==> src/rtl/fan_tach_meter.sv <==
// Fan tachometer speed meter: synchronizes and deglitches tach_i, counts falling
// edges over a fixed clk_en-tick window, and reports a saturated speed plus a stall flag.
module fan_tach_meter #(
   parameter int ADC_BITWIDTH          = 8,
   parameter int GATE_TICKS            = 1000000,
   parameter int GATE_COUNTER_BITWIDTH = 20,
   parameter int FILTER_TICKS          = 4,
   parameter int STALL_WINDOWS         = 3
) (
   input  logic                    clk_i,
   input  logic                    rstn_i,
   input  logic                    clk_en_i,
   input  logic                    enable_i,
   input  logic                    tach_i,
   output logic [ADC_BITWIDTH-1:0] value_o,
   output logic                    dataValid_STRB_o,
   output logic                    stall_o
);

   localparam logic [GATE_COUNTER_BITWIDTH-1:0] GATE_LAST = GATE_COUNTER_BITWIDTH'(GATE_TICKS - 1);
   localparam logic [3:0]                       FILT_LAST = 4'(FILTER_TICKS - 1);
   localparam logic [3:0]                       STALL_MAX = 4'(STALL_WINDOWS);
   localparam logic [ADC_BITWIDTH:0]            EDGE_MAX  = '1;
   localparam logic [ADC_BITWIDTH-1:0]          VAL_MAX   = '1;

   logic                             sync1_q, sync2_q;
   logic                             filt_q, filt_d;
   logic [3:0]                       filt_cnt_q, filt_cnt_d;
   logic [ADC_BITWIDTH:0]            edge_cnt_q, edge_cnt_d;
   logic [GATE_COUNTER_BITWIDTH-1:0] gate_q, gate_d;
   logic [3:0]                       stall_cnt_q, stall_cnt_d;
   logic [ADC_BITWIDTH-1:0]          value_q, win_val;
   logic                             strb_q, stall_q;
   logic                             filt_hit, fall, win_end;

   // Synchronizer runs on every clk_i, independent of clk_en_i and enable_i.
   always_ff @(posedge clk_i or negedge rstn_i) begin
      if (!rstn_i) begin
         sync1_q <= 1'b1;
         sync2_q <= 1'b1;
      end else begin
         sync1_q <= tach_i;
         sync2_q <= sync1_q;
      end
   end

   always_comb begin
      filt_hit    = (sync2_q != filt_q) && (filt_cnt_q == FILT_LAST);
      filt_cnt_d  = ((sync2_q != filt_q) && !filt_hit) ? filt_cnt_q + 4'd1 : 4'd0;
      filt_d      = filt_hit ? sync2_q : filt_q;
      fall        = filt_hit && !sync2_q;
      edge_cnt_d  = (fall && (edge_cnt_q != EDGE_MAX)) ? edge_cnt_q + 1'b1 : edge_cnt_q;
      win_end     = (gate_q == GATE_LAST);
      gate_d      = win_end ? '0 : gate_q + 1'b1;
      // An edge on the boundary tick is included via edge_cnt_d.
      win_val     = edge_cnt_d[ADC_BITWIDTH] ? VAL_MAX : edge_cnt_d[ADC_BITWIDTH-1:0];
      stall_cnt_d = (win_val != '0)            ? 4'd0 :
                    (stall_cnt_q == STALL_MAX) ? stall_cnt_q : stall_cnt_q + 4'd1;
   end

   always_ff @(posedge clk_i or negedge rstn_i) begin
      if (!rstn_i) begin
         filt_q      <= 1'b1;
         filt_cnt_q  <= '0;
         edge_cnt_q  <= '0;
         gate_q      <= '0;
         stall_cnt_q <= '0;
         value_q     <= '0;
         strb_q      <= 1'b0;
         stall_q     <= 1'b0;
      end else begin
         strb_q  <= 1'b0;
         stall_q <= (stall_cnt_q == STALL_MAX);
         if (clk_en_i) begin
            if (!enable_i) begin
               filt_q      <= 1'b1;
               filt_cnt_q  <= '0;
               edge_cnt_q  <= '0;
               gate_q      <= '0;
               stall_cnt_q <= '0;
            end else begin
               filt_q     <= filt_d;
               filt_cnt_q <= filt_cnt_d;
               gate_q     <= gate_d;
               if (win_end) begin
                  value_q     <= win_val;
                  strb_q      <= 1'b1;
                  edge_cnt_q  <= '0;
                  stall_cnt_q <= stall_cnt_d;
               end else begin
                  edge_cnt_q <= edge_cnt_d;
               end
            end
         end
      end
   end

   assign value_o          = value_q;
   assign dataValid_STRB_o = strb_q;
   assign stall_o          = stall_q;

endmodule

==> config.mk <==
export PLATFORM = sky130hd
export DESIGN_NAME = fan_tach_meter
export DESIGN_NICKNAME = d
export VERILOG_FILES = /design/src/rtl/fan_tach_meter.sv
export SDC_FILE = /design/constraint.sdc
export NUM_CORES = 1
export LEC_CHECK = 0
export ABC_AREA = 1
export BUFFER_PORTS_ARGS = -buffer_cell sky130_fd_sc_hd__buf_2
export CELL_PAD_IN_SITES_DETAIL_PLACEMENT = 1
export CELL_PAD_IN_SITES_GLOBAL_PLACEMENT = 2
export CORE_UTILIZATION = 40
export CTS_CLUSTER_DIAMETER = 40
export DETAILED_ROUTE_END_ITERATION = 10
export GPL_TIMING_DRIVEN = 0
export PLACE_DENSITY_LB_ADDON = 0.1
export SYNTH_ARGS = -nofsm -noshare
export SYNTH_HDL_FRONTEND = slang
export SYNTH_SLANG_ARGS = --single-unit
export TNS_END_PERCENT = 10
==> constraint.sdc <==
create_clock -name clk_i -period 5.1 [get_ports clk_i]
set_clock_uncertainty 0.1 [all_clocks]
set_input_delay 0.255 -clock clk_i [delete_from_list [all_inputs] [get_ports clk_i]]
set_output_delay 0.255 -clock clk_i [all_outputs]
set_load 0.02 [all_outputs]
==> out/summary.log <==
qor: worst_setup_path.setup.worst_path.end_class register
qor: worst_setup_path.crit_buf_inv 2
qor: clock_tree.number_of_post_cts_setup_repair_buffers 0
qor: clock_tree.clock_latency 0.31 ns
qor: sta.clock.fmax 356 MHz
qor: global_route.use_met3 2.95%
qor: yosys.syn_nets 347
qor: worst_setup_path.worstPathMaxFanout 10
qor: floorplanning.area_of_the_core_region 6830 um2
qor: finish.finalNetCount 369
qor: worst_setup_path.critical_path.top_delay_family simple AND/OR/NAND/NOR gates
qor: drt.drcViolationCount 0
qor: floorplanning.placementRows 30
qor: yosys.synth-main-ff-cell sky130_fd_sc_hd__dfrtp_1
qor: yosys.synth_seq_area_share 43.9%
qor: global_route.met2_usage 32.8%
qor: worst_setup_path.worstPathArrival 2.96 ns
qor: yosys.synth_enable_flop_cells 0
qor: yosys.postSynthCellCount 337
qor: worst_hold_path.worst_hold_path_type in -> async
qor: floorplanning.horizontal_die_dimension 86.5 um
qor: clock_tree.cts-buffers-inserted 5
qor: floorplanning.dieHeight 86.5 um
qor: drt.detail_route.iter0.violations 61
qor: yosys.synth.avg_cell_area 8.48 um2
qor: global_route.met1_layer_usage_reported_by_global_route 28.8%
qor: yosys.proportion_of_register_bits_with_asynchronous_set_or_reset_after_synthesis 100%
qor: worst_setup_path.startpoint_type register
qor: sta.final.setup.tns 0 ns
qor: worst_setup_path.timing.critical_path.mode_cell sky130_fd_sc_hd__nand2_1
qor: drt.total_iterations_of_the_first_detailed_routing_run 4
qor: yosys.synthesis.area 2860 um2
qor: worst_setup_path.critical_path.max_stage_delay 0.44 ns
qor: yosys.synthMostInstantiatedCell sky130_fd_sc_hd__nand2_1
qor: clock_tree.tritoncts_num_sinks 50
qor: yosys.netlist.area_leader.share 41.2%
qor: yosys.synth.cells.most_frequent 68 x sky130_fd_sc_hd__nand2_1, 47 x sky130_fd_sc_hd__dfrtp_1, 29 x sky130_fd_sc_hd__inv_1, 24 x sky130_fd_sc_hd__nor2_1, 18 x sky130_fd_sc_hd__nand3_1
qor: global_route.grt_start_max_net_pins 51
qor: drt.ant_nets 0
qor: clock_tree.htreeDepth 2
qor: placement.port_buffers 14
qor: finish.antenna-diode-count 0
qor: drt.routed-via-count 2336
qor: worst_setup_path.timing.setup.critical_path_class reg -> reg
qor: global_route.first_global_vias 2374
qor: job.cap_violations 0
qor: sta.hold_violations 0
qor: yosys.synth.ff_latch_count 50
qor: placement.finalWeightedCongestion 0.771
qor: finish.filler_cell_count 865
qor: clock_tree.tritoncts done
qor: sta.relSlewSlack 24.6%
qor: yosys.yosysUniqueCellTypes 42
qor: finish.layout-drive-gt1-share 21.9%
qor: worst_setup_path.r2r.worst_path.cells 14
qor: sta.post-route-min-period 2.81 ns
qor: clock_tree.cts_root_buf sky130_fd_sc_hd__clkbuf_8
qor: finish.area.growth.synth_to_final 10.9%
qor: sta.unrepaired_setup_endpoints_after_global_routing no
qor: global_route.grt_pass1_wl 11800 um
qor: floorplanning.dieArea 7480 um2
qor: floorplanning.floorplan.io_pins 15
qor: yosys.synth_warnings 0
qor: global_route.track_usage 20.4%
qor: sta.timing_worst_slew_pin_value 1.13 ns
qor: global_route.gr-max-usage-layer met2
qor: pwr.power-per-cell-area 245 nW/um2
qor: sta.endpoints_failing_setup 0
qor: drt.wl 7000 um
qor: worst_setup_path.timing.rr.end stall_cnt_q[3]
qor: clock_tree.cts-root-to-sink-buffers 2
qor: global_route.number_of_antenna_violations_at_the_first_check_in_global_routing 0
qor: pwr.irDropWorstVdd 0.159 mV
qor: yosys.synth_largest_area_cell sky130_fd_sc_hd__dfrtp_1
qor: yosys.synth.top_cells.by_area sky130_fd_sc_hd__dfrtp_1 41%, sky130_fd_sc_hd__nand2_1 8.9%, sky130_fd_sc_hd__inv_1 3.8%
qor: sta.post-route-period-util 55.1%
qor: worst_setup_path.critical_path.reg2reg.startpoint edge_cnt_q[0]
qor: pwr.cellLeakagePower 1.45 nW
qor: clock_tree.clock_slew_at_the_register_clock_pins_of_the_worst_setup_and_hold_paths 0.10 ns
qor: placement.dp.final_hpwl 5240 um
qor: worst_setup_path.worst_path_max_delay_cell sky130_fd_sc_hd__dfrtp_1
qor: sta.final_number_of_max_transition_violations 0
qor: drt.avgViaCountPerCell 5.12
qor: drt.routed_wire_length_per_instance 15.4 um
qor: placement.pre_cts_slack 2.27 ns
qor: sta.worst_slack 2.29 ns
qor: global_route.grt_residual_overflow 0
qor: worst_setup_path.critPathRequiredTime 5.25 ns
qor: floorplanning.initial_core_utilization 41.8%
qor: worst_setup_path.series_of_cell_instances_along_the_critical_path ha_1, nand3_1, nor4_1, ha_1, inv_2, nand4_4, inv_1, nand2_1, nand2_1, nor2_1, nand2_1, nor2_4, nand4_1, o21ai_2
qor: worst_setup_path.rrSetupSlack 2.29 ns
qor: outcome.status finished, final reports clean
==> per-stage QoR <==
step | util [%] | hold WS (ns) | std cells | area [um2] | power [mW]
floorplan | - | -0.141 | 337 | 2860 | 0.471
global placement | 44.6 | 0.246 | 447 | 3050 | 0.496
detailed placement | 44.6 | 0.247 | 447 | 3050 | 0.498
CTS | 46.4 | 0.113 | 456 | 3170 | 0.788
global route | 46.4 | 0.180 | 456 | 3170 | 0.808
finish | 46.4 | 0.0555 | 456 | 3170 | 0.776
==> where the power goes <==
part | switching, mW | leakage, nW | total (mW) | internal, mW
Sequential | 0.0123 | 0.679 | 0.422 | 0.409
Combinational | 0.0445 | 0.720 | 0.0675 | 0.0230
Clock | 0.141 | 0.0514 | 0.287 | 0.147
==> what timing repair did <==
action,in CTS,in global routing
resized for setup,0,0
hold buffers,1,0
endpoints found under the hold margin,1,0
==> worst max path at each step <==
stage / start / to / slack [ns] / cells after the start
after floorplan: edge_cnt_q[0] / stall_cnt_q[0] / 2.86 / 15
after global placement: edge_cnt_q[0] / stall_cnt_q[0] / 2.35 / 16
after detailed placement: edge_cnt_q[0] / stall_cnt_q[0] / 2.27 / 16
after CTS: edge_cnt_q[0] / stall_cnt_q[0] / 2.24 / 14
after global routing: edge_cnt_q[0] / stall_cnt_q[0] / 2.00 / 14
final: edge_cnt_q[0] / stall_cnt_q[3] / 2.29 / 14
==> layout make-up <==
class                   count  area, um2  area share, %
repair buffers             15       80.1           2.53
inverters                  40        150           4.74
multi-input cells         242       1430           45.0
clock buffers               6       72.6           2.29
flip-flops and latches     50       1250           39.6
plain buffers               5       25.0          0.790
clock inverters             2       37.5           1.19
well taps                  96        120           3.79
==> cells by family (layout without fill, tap and decap cells) <==
group	count (synthesis)	in the layout	share of synthesized area [%]
and+or+nand+nor	180	180	33.3
DFF	50	50	43.9
buffers and inverters	45	68	6.13
AOI/OAI and AO/OA	43	43	10.0
xor gates and xnor gates	13	13	3.99
adders and majority gates	5	5	2.19
muxes	1	1	0.394
==> state kept, by name (all words and copies together) (netlist names) <==
register and flops:
value_o 8, filt_q 1, edge_cnt_q 9, gate_q 20, sync2_q 1, stall_cnt_q 4
dataValid_STRB_o 1, stall_o 1, filt_cnt_q 4, sync1_q 1
==> worst register-to-register path, cell delays in order, from the launching register on <==
cell and delay (ns):
sky130_fd_sc_hd__dfrtp_1 0.44, sky130_fd_sc_hd__ha_1 0.24, sky130_fd_sc_hd__nand3_1 0.17, sky130_fd_sc_hd__nor4_1 0.33, sky130_fd_sc_hd__ha_1 0.28, sky130_fd_sc_hd__inv_2 0.11, sky130_fd_sc_hd__nand4_4 0.18, sky130_fd_sc_hd__inv_1 0.11
sky130_fd_sc_hd__nand2_1 0.08, sky130_fd_sc_hd__nand2_1 0.08, sky130_fd_sc_hd__nor2_1 0.12, sky130_fd_sc_hd__nand2_1 0.11, sky130_fd_sc_hd__nor2_4 0.14, sky130_fd_sc_hd__nand4_1 0.12, sky130_fd_sc_hd__o21ai_2 0.15
==> per-layer routing <==
metal | routed length, um | vias to the layer above
li1 | - | 1175
met1 | 3570 | 1130
met2 | 3210 | 24
met3 | 129 | 7
met4 | 91 | 0
met5 | 0 | -
==> placed cells by master (no fill, tap or decap), types with 3 or more instances in the layout <==
master                      count
sky130_fd_sc_hd__a21oi_1        8
sky130_fd_sc_hd__a2bb2oi_1      4
sky130_fd_sc_hd__buf_2         16
sky130_fd_sc_hd__clkbuf_1       3
sky130_fd_sc_hd__clkbuf_8       5
sky130_fd_sc_hd__dfrtp_1       47
sky130_fd_sc_hd__dfstp_2        3
sky130_fd_sc_hd__ha_1           5
sky130_fd_sc_hd__inv_1         29
sky130_fd_sc_hd__inv_2         11
sky130_fd_sc_hd__nand2_1       68
sky130_fd_sc_hd__nand2_2       12
sky130_fd_sc_hd__nand3_1       18
sky130_fd_sc_hd__nand3_2        3
sky130_fd_sc_hd__nand4_1       14
sky130_fd_sc_hd__nor2_1        24
sky130_fd_sc_hd__nor2_2         8
sky130_fd_sc_hd__nor2_4         3
sky130_fd_sc_hd__nor3_1         9
sky130_fd_sc_hd__nor4_1         8
sky130_fd_sc_hd__o21ai_0       10
sky130_fd_sc_hd__o21ai_2        4
sky130_fd_sc_hd__o22ai_1        8
sky130_fd_sc_hd__xnor2_1        4
sky130_fd_sc_hd__xor2_1         9
Note: power is estimated with default switching activity, not from simulation.
